File: src/rtl/lcd_driver_if.sv
// lcd_driver_if: byte handshake between core and the character LCD driver.
//   bus_lcd  [7:0] : byte from core
//   send_lcd       : byte valid, taken only while busy_lcd is low
//   busy_lcd       : driver is initialising, transferring or waiting
// master = core side, slave = lcd_driver side.
interface lcd_driver_if;
   logic [7:0] bus_lcd;
   logic       send_lcd;
   logic       busy_lcd;

   modport master (output bus_lcd, output send_lcd, input busy_lcd);
   modport slave  (input bus_lcd, input send_lcd, output busy_lcd);
endinterface

File: src/rtl/lcd_driver.sv
// lcd_driver: HD44780 16x2 driver in 8-bit mode. Runs the power-on init,
// then turns a byte stream from core into character writes and a few
// display commands, tracking the cursor and wrapping lines itself.
// Ports:
//   clk_core             : system clock, rising edge
//   reset                : asynchronous, active-low
//   core_if (slave)      : bus_lcd / send_lcd / busy_lcd handshake
//   lcd_rs, lcd_rw, lcd_e: panel control (lcd_rw tied low, write-only)
//   lcd_data [7:0]       : DB7..DB0
//
// state      | meaning
// -----------+-----------------------------------------------------------
// S_PWR_WAIT | power-on delay after reset
// S_INIT     | one cycle, loads the first init command
// S_IDLE     | ready for a byte from core
// S_SETUP    | rs/data driven, e low, before the strobe
// S_E_HIGH   | enable strobe high
// S_EXEC     | e low, rs/data held, panel executes the command
// S_WRAP     | setup phase of the automatic line-wrap instruction
module lcd_driver #(
   parameter int POWERON_CYC = 750000,
   parameter int CMD_CYC     = 2000,
   parameter int CLR_CYC     = 82000,
   parameter int SETUP_CYC   = 2,
   parameter int E_CYC       = 12
) (
   input  logic         clk_core,
   input  logic         reset,
   lcd_driver_if.slave  core_if,
   output logic         lcd_rs,
   output logic         lcd_rw,
   output logic         lcd_e,
   output logic [7:0]   lcd_data
);
   localparam int CNT_W = $clog2(POWERON_CYC + CLR_CYC + CMD_CYC + 1);
   // PWR_WAIT plus the single INIT cycle together span POWERON_CYC cycles.
   localparam logic [CNT_W-1:0] PWR_LOAD   = CNT_W'(POWERON_CYC - 2);
   localparam logic [CNT_W-1:0] SETUP_LOAD = CNT_W'(SETUP_CYC - 1);
   localparam logic [CNT_W-1:0] E_LOAD     = CNT_W'(E_CYC - 1);
   localparam logic [CNT_W-1:0] CMD_LOAD   = CNT_W'(CMD_CYC - 1);
   localparam logic [CNT_W-1:0] CLR_LOAD   = CNT_W'(CLR_CYC - 1);

   typedef enum logic [2:0] {
      S_PWR_WAIT, S_INIT, S_IDLE, S_SETUP, S_E_HIGH, S_EXEC, S_WRAP
   } state_t;

   state_t           state, state_nx;
   logic [CNT_W-1:0] cnt, cnt_nx;
   logic [7:0]       data_nx, byte_q, byte_nx;
   logic             rs_nx;
   logic [4:0]       col, col_nx;
   logic             line, line_nx;
   logic             pend, pend_nx;
   logic             init_act, init_act_nx;
   logic [2:0]       idx, idx_nx;
   logic             drop_q, drop_nx;
   logic             cnt_zero, long_wait;
   logic [7:0]       line_cmd;

   function automatic logic [7:0] init_cmd(input logic [2:0] i);
      case (i)
         3'd3:    init_cmd = 8'h0C;
         3'd4:    init_cmd = 8'h01;
         3'd5:    init_cmd = 8'h06;
         default: init_cmd = 8'h38;
      endcase
   endfunction

   assign cnt_zero  = (cnt == '0);
   // Clear and home need the long execution wait.
   assign long_wait = !lcd_rs && (lcd_data == 8'h01 || lcd_data == 8'h02);
   // Set DDRAM address to the start of the other line.
   assign line_cmd  = {1'b1, ~line, 6'd0};

   assign lcd_e            = (state == S_E_HIGH);
   assign lcd_rw           = 1'b0;
   assign core_if.busy_lcd = (state != S_IDLE) || drop_q;

   always_ff @(posedge clk_core or negedge reset) begin
      if (!reset) begin
         state    <= S_PWR_WAIT;
         cnt      <= PWR_LOAD;
         lcd_data <= 8'h00;
         lcd_rs   <= 1'b0;
         byte_q   <= 8'h00;
         col      <= 5'd0;
         line     <= 1'b0;
         pend     <= 1'b0;
         init_act <= 1'b1;
         idx      <= 3'd0;
         drop_q   <= 1'b0;
      end else begin
         state    <= state_nx;
         cnt      <= cnt_nx;
         lcd_data <= data_nx;
         lcd_rs   <= rs_nx;
         byte_q   <= byte_nx;
         col      <= col_nx;
         line     <= line_nx;
         pend     <= pend_nx;
         init_act <= init_act_nx;
         idx      <= idx_nx;
         drop_q   <= drop_nx;
      end
   end

   always_comb begin
      state_nx    = state;
      cnt_nx      = cnt;
      data_nx     = lcd_data;
      rs_nx       = lcd_rs;
      byte_nx     = byte_q;
      col_nx      = col;
      line_nx     = line;
      pend_nx     = pend;
      init_act_nx = init_act;
      idx_nx      = idx;
      drop_nx     = 1'b0;
      case (state)
         S_PWR_WAIT: begin
            if (cnt_zero) state_nx = S_INIT;
            else          cnt_nx   = cnt - 1'b1;
         end
         S_INIT: begin
            idx_nx   = 3'd0;
            data_nx  = init_cmd(3'd0);
            rs_nx    = 1'b0;
            cnt_nx   = SETUP_LOAD;
            state_nx = S_SETUP;
         end
         S_IDLE: begin
            if (core_if.send_lcd && !drop_q) begin
               cnt_nx   = SETUP_LOAD;
               state_nx = S_SETUP;
               rs_nx    = 1'b0;
               if (core_if.bus_lcd >= 8'h20) begin
                  if (col == 5'd16) begin
                     // Wrap first; the byte itself follows from EXEC.
                     data_nx  = line_cmd;
                     line_nx  = ~line;
                     col_nx   = 5'd1;
                     byte_nx  = core_if.bus_lcd;
                     pend_nx  = 1'b1;
                     state_nx = S_WRAP;
                  end else begin
                     data_nx = core_if.bus_lcd;
                     rs_nx   = 1'b1;
                     col_nx  = col + 5'd1;
                  end
               end else if (core_if.bus_lcd == 8'h0A) begin
                  data_nx = line_cmd;
                  line_nx = ~line;
                  col_nx  = 5'd0;
               end else if (core_if.bus_lcd == 8'h0C || core_if.bus_lcd == 8'h0D) begin
                  data_nx = (core_if.bus_lcd == 8'h0C) ? 8'h01 : 8'h02;
                  line_nx = 1'b0;
                  col_nx  = 5'd0;
               end else begin
                  // Unsupported control byte: one busy cycle, panel untouched.
                  rs_nx    = lcd_rs;
                  cnt_nx   = cnt;
                  state_nx = S_IDLE;
                  drop_nx  = 1'b1;
               end
            end
         end
         S_SETUP, S_WRAP: begin
            if (cnt_zero) begin
               cnt_nx   = E_LOAD;
               state_nx = S_E_HIGH;
            end else begin
               cnt_nx = cnt - 1'b1;
            end
         end
         S_E_HIGH: begin
            if (cnt_zero) begin
               cnt_nx   = long_wait ? CLR_LOAD : CMD_LOAD;
               state_nx = S_EXEC;
            end else begin
               cnt_nx = cnt - 1'b1;
            end
         end
         S_EXEC: begin
            if (!cnt_zero) begin
               cnt_nx = cnt - 1'b1;
            end else if (pend) begin
               pend_nx  = 1'b0;
               data_nx  = byte_q;
               rs_nx    = 1'b1;
               cnt_nx   = SETUP_LOAD;
               state_nx = S_SETUP;
            end else if (init_act && idx != 3'd5) begin
               idx_nx   = idx + 3'd1;
               data_nx  = init_cmd(idx + 3'd1);
               cnt_nx   = SETUP_LOAD;
               state_nx = S_SETUP;
            end else begin
               init_act_nx = 1'b0;
               state_nx    = S_IDLE;
            end
         end
         default: state_nx = S_PWR_WAIT;
      endcase
   end
endmodule

File: src/flat_wrapper.sv
// flat-port wrapper written by rule: the top's interface ports become plain ports
module lcd_driver_flat 
#(
   parameter int POWERON_CYC = 750000,
   parameter int CMD_CYC     = 2000,
   parameter int CLR_CYC     = 82000,
   parameter int SETUP_CYC   = 2,
   parameter int E_CYC       = 12
)
  (clk_core, reset, lcd_rs, lcd_rw, lcd_e, lcd_data, core_if_bus_lcd, core_if_send_lcd, core_if_busy_lcd);
  lcd_driver_if core_if_i ();
  input  logic clk_core;
  input  logic reset;
  output logic lcd_rs;
  output logic lcd_rw;
  output logic lcd_e;
  output logic [7:0] lcd_data;
  input wire logic [$bits(core_if_i.bus_lcd)-1:0] core_if_bus_lcd;
  input wire logic [$bits(core_if_i.send_lcd)-1:0] core_if_send_lcd;
  output wire logic [$bits(core_if_i.busy_lcd)-1:0] core_if_busy_lcd;
  assign core_if_i.bus_lcd = core_if_bus_lcd;
  assign core_if_i.send_lcd = core_if_send_lcd;
  assign core_if_busy_lcd = core_if_i.busy_lcd;
  lcd_driver #(.POWERON_CYC(POWERON_CYC), .CMD_CYC(CMD_CYC), .CLR_CYC(CLR_CYC), .SETUP_CYC(SETUP_CYC), .E_CYC(E_CYC)) u_core (.clk_core(clk_core), .reset(reset), .core_if(core_if_i), .lcd_rs(lcd_rs), .lcd_rw(lcd_rw), .lcd_e(lcd_e), .lcd_data(lcd_data));
endmodule
File: config.mk
export PLATFORM = sky130hd
export DESIGN_NAME = lcd_driver_flat
export DESIGN_NICKNAME = d
export VERILOG_FILES = /design/src/rtl/lcd_driver_if.sv /design/src/rtl/lcd_driver.sv /design/src/flat_wrapper.sv
export SDC_FILE = /design/constraint.sdc
export NUM_CORES = 1
export LEC_CHECK = 0
export CORE_MARGIN = 5
export CORE_UTILIZATION = 45
export DETAILED_ROUTE_END_ITERATION = 16
export PLACE_DENSITY = 0.63
export SYNTH_ARGS = -nofsm -noshare
export SYNTH_HDL_FRONTEND = slang
export SYNTH_SLANG_ARGS = --single-unit
File: constraint.sdc
create_clock -name clk_core -period 3.1 [get_ports clk_core]
set_input_delay 0.62 -clock clk_core [delete_from_list [all_inputs] [get_ports clk_core]]
set_output_delay 0.62 -clock clk_core [all_outputs]
set_load 0.02 [all_outputs]
# Word-level counts from Yosys, hierarchy flattened
# Cells that the tools add are included.
# classes
addsub	3
mul	0
div	0
magnitude_cmp	1
n_eq_ne	32
shift	0
muxes	64
bitwise	3
n_reduce_logical	26
# op_table
operator	n
2-to-1 mux 20 bit	10
one-hot mux 20 bit (6 select lines)	1
2-to-1 mux 8 bit	8
2-to-1 mux 3 bit	12
AND reduction 5 bit	5
equality test 8 x 4 -> 1 bit, second input constant	3
one-hot mux 8 bit (3 select lines)	1
2-to-1 mux 1 bit	21
logical NOT 20 bit	1
2-to-1 mux 5 bit	4
subtractor 20 x 1 -> 20 bit, second input constant	1
!= test 2 x 1 -> 1 bit, second input constant	9
one-hot mux 3 bit (6 select lines)	1
one-hot mux 6 bit (3 select lines)	1
2-to-1 mux 17 bit	1
AND reduction 4 bit	4
equality test 3 bit, second input constant	5
equality test 3 x 2 -> 1 bit, second input constant	3
equality test 8 x 1 -> 1 bit, second input constant	1
equality test 8 x 2 -> 1 bit, second input constant	1
greater-or-equal comparator 8 x 6 -> 1 bit, second input constant	1
!= test 2 bit, second input constant	3
one-hot mux 3 bit (2 select lines)	1
nonzero test 3 bit	2
21 further kinds	29
# word_totals
register_bits	52
latchBits	0
ramBits	0
mem_bits_ro	0
in_bits	11
out_inout_bits	12
word_cells	140
n_memories	0

# Logic depth before layout (Yosys ltp)
# depth
ltp_word	7
mapped_depth	9
ltp_nobuf	8

# Worst setup path before layout
# OpenSTA, ideal clock, no wires.
# synth_timing
path_kind	input to register
startpoint	input core_if_bus_lcd[5]
endpoint	register u_core.cnt[6]
setup_ps	127
arrival_time_ps	2251
required_ps	2973
setup_slack_ps	722
cell_stages	8
path_buffers	2
path_cell_list	or3_1 clkbuf_1 a211oi_1 o221a_2 a21o_1 buf_4 a21oi_1 a2bb2oi_1
# synth_between
elab_chain_cells	5
word_cells_on_any_way	11
classes_between	order compare (1); eq/ne (4); mux (4); reduce/logical (2)
# synth_rtl
item	line	source
from (decl)	flat_wrapper.sv:18	input wire logic [$bits(core_if_i.bus_lcd)-1:0] core_if_bus_lcd;
branches (longest 5 deep; another with greater-or-equal comparator 8 x 6 -> 1 bit)	n/a	
to (signal assigned)	lcd_driver.sv:94	cnt <= cnt_nx;
to (decl)	lcd_driver.sv:48	logic [CNT_W-1:0] cnt, cnt_nx;
# Several ways; the timed one is not identified. The select of a mux whose other input is x is not followed.
# A chain may end at the register's enable or synchronous reset.

# Worst setup path after layout
# layout_timing
startpoint	input core_if_bus_lcd[3]
endpoint	register u_core.cnt[12]
# Same word-level chain as after synthesis.

==> impl_metrics.toml <==
[setup_path]
worst_path_dominant_cell_family = "compound AO/OA/AOI/OAI gates"
slowest_delay_ns = 0.52
start_kind = "input pin"
crit_type = "input pin to flop"
critPathCaptureType = "flop"
crit_required_ns = 3.36
path_cells = "clkdlybuf4s50_1, nor3b_1, a211oi_1, buf_4, o221a_2, a21oi_2, buf_4, o21ai_0, a22o_1"
path_buf_inv = 3
critPathArrivalTime_ns = 2.98
cp_common_cell = "buf_4"
slowest_stage = "clkdlybuf4s50_1"
path_max_fanout = 11

[global_routing]
grt_pass1_wl_um = 13300
grt_max_degree = 23
grt_pass1_vias = 2666
antenna_found_initial = 0
overflow = 0
grtUsageTotal_pct = 18.9

[layout]
layout_common_cells = "o21ai_0, dfrtp_1, nor2_1, nand2_1, a21oi_1"
layout-drive-gt1-share_pct = 16.1
fillers = 709
multiInputGateArea_mm2 = 0.00179
final-seq-area_mm2 = 0.00132
area_growth_pct = 13.4
nNetsFinal = 403
n_antenna_cell = 0

[detailed_routing]
dr.pass1.iters = 4
totalWireLength_um = 8030
drcViolationCount = 0
viasPerCell = 5.89
vias = 2844
post_drt_wl_per_cell_um = 16.6
postRouteAntennaNets = 0
drt_iter0_markers = 235

[sta]
period_share_pct = 87.8
fmax_ghz = 0.368
setup_tns_ns = 0
fin_hold_ws_ns = 0.261
worst_slack_ns = 0.380
report.final.slew_viol_count = 0
rsz0062_at_grt = "no"
clock_skew_ns = 0.00652
worst_pin_slew_ns = 0.644
slew-limit-headroom_pct = 57.1
hold_viol_final = 0
fin_crit_ns = 2.72
finalSetupViolCount = 0

[placed_design]
place_congestion = 0.898
post-place-ws_ns = 0.0750
place.detailed.hpwl_um = 6070
portBuffers = 21

[pwr]
p_per_area_mw_per_mm2 = 311
power_leakage_nw = 1.63
max-vdd-ir-drop_uv = 174

[job]
maxCapViolCount = 0

[logic_synthesis]
yosysTopAreaCell = "dfrtp_1"
synth-edff-count = 0
ys_warn_count = 0
synth_area_mm2 = 0.00325
avgSynthCellArea_um2 = 8.99
yosysSeqAreaShare_pct = 40.6
synthDistinctLibCells = 66
synthTopCellsByArea = "dfrtp_1, dfstp_2, o21ai_0, mux2_2, ha_1"
async_reset_ff_share_pct = 100
ys_seq_elements = 52
synth_flop_cell = "dfrtp_1"
syn_inst = 361
synth_top_cell_area_share_pct = 30.1
synth_nets = 381

[min_path]
hold_class = "input pin to async pin"

[floorplanning]
pin_count = 23
coreArea_mm2 = 0.00714
dieArea_mm2 = 0.00901
start_util_pct = 45.5
fp.dieW_um = 94.9
rows = 31
die_y_um = 94.9

[clock_network]
cts_hold_buffers = 0
clock-root-buffer = "clkbuf_8"
clkSinkCount = 52
cts_tree = "built"
cts_resized = 0
clk_path_buf_depth = 2
clk_pin_slew_ns = 0.11
ctsHtreeMaxLevel = 2
cts_buffers = 5
clock_latency_ns = 0.31
post_cts_buffers = 0

[run_status]
status = "finished clean"
-- cells in the mapped netlist (all sizes together), types with 3 or more instances --
library cell / n
a21o: 5
or3: 6
or2: 5
o21ai: 40
nand2b: 3
dfrtp: 39
a211oi: 3
a21oi: 22
nand2: 29
and2: 4
nor2b: 3
a22oi: 3
nor3: 14
a31oi: 7
dfstp: 13
a22o: 6
inv: 14
mux2: 11
nor3b: 7
nor2: 30
clkbuf: 10
o2bb2ai: 3
or4: 3
nor4: 3
nand3: 13
and3: 8
buf: 8
mux2i: 3
ha: 9
-- routing by layer --
layer,track usage (%),vias to the layer above,share of wire [%]
met3,3.75,15,3.3
met1,25.2,1389,47
met4,6.49,0,1.8
met2,30.4,55,48
li1,-,1385,-
met5,0,-,0
-- power by group --
part / internal, W / leakage, nW / switching, W
sequential: 0.000679 / 0.628 / 0
combinational: 0.0000180 / 0.957 / 0.0000285
clock: 0.000166 / 0.0463 / 0.000253
total: 0.000863 / 1.63 / 0.000282
-- cell type report --
type                            instances  area share, %
Inverter                               14           1.43
Timing Repair Buffer                   33           8.02
Tap cell                               99           3.37
Sequential cell                        52           35.8
Clock buffer                            5           1.87
Clock inverter                          3          0.748
Multi-Input combinational cell        277           48.8
-- cells by family after synthesis --
| kind of cell | Yosys count | share of synthesized area (%) |
|---|---|---|
| buffers and inverters | 32 | 4.12 |
| xor gates and xnor gates | 1 | 0.270 |
| other | 1 | 0.116 |
| adders and majority gates | 9 | 3.47 |
| muxes | 14 | 4.74 |
| DFF | 52 | 40.6 |
| AOI/OAI and AO/OA | 116 | 24.0 |
| and+or+nand+nor | 136 | 22.7 |
-- stage by stage --
step / area, µm² / utilization [%] / power (W) / cells
4_1_cts: 3680 / 51.6 / 0.00116 / 483
3_3_place_gp: 3580 / 50.2 / 0.000738 / 475
3_5_place_dp: 3580 / 50.2 / 0.000738 / 475
2_1_floorplan: 3250 / - / 0.000702 / 361
5_1_grt: 3680 / 51.6 / 0.00118 / 483
6_report: 3680 / 51.6 / 0.00114 / 483
-- registers in the layout, summed over array words and instances (netlist names) --
register,flops
u_core.cnt,20
u_core.byte_q,8
u_core.lcd_data,8
u_core.col,5
u_core.idx,3
u_core.state,3
u_core.drop_q,1
u_core.init_act,1
u_core.lcd_rs,1
u_core.line,1
u_core.pend,1
-- path summary, 6_finish.rpt --
check	start	endpoint	slack [ns]	depth (start not counted)
worst max register to register	u_core.cnt[15]	u_core.cnt[15]	0.48	6
worst max-delay path	core_if_bus_lcd[3]	u_core.cnt[12]	0.38	9
max in group asynchronous	reset	u_core.cnt[1]	2.13	2
worst min register to register	u_core.init_act	u_core.init_act	0.46	1
worst min-delay path	reset	u_core.cnt[9]	0.26	1
min in group clk_core	u_core.init_act	u_core.init_act	0.46	1
Note: power is estimated with default switching activity, not from simulation.
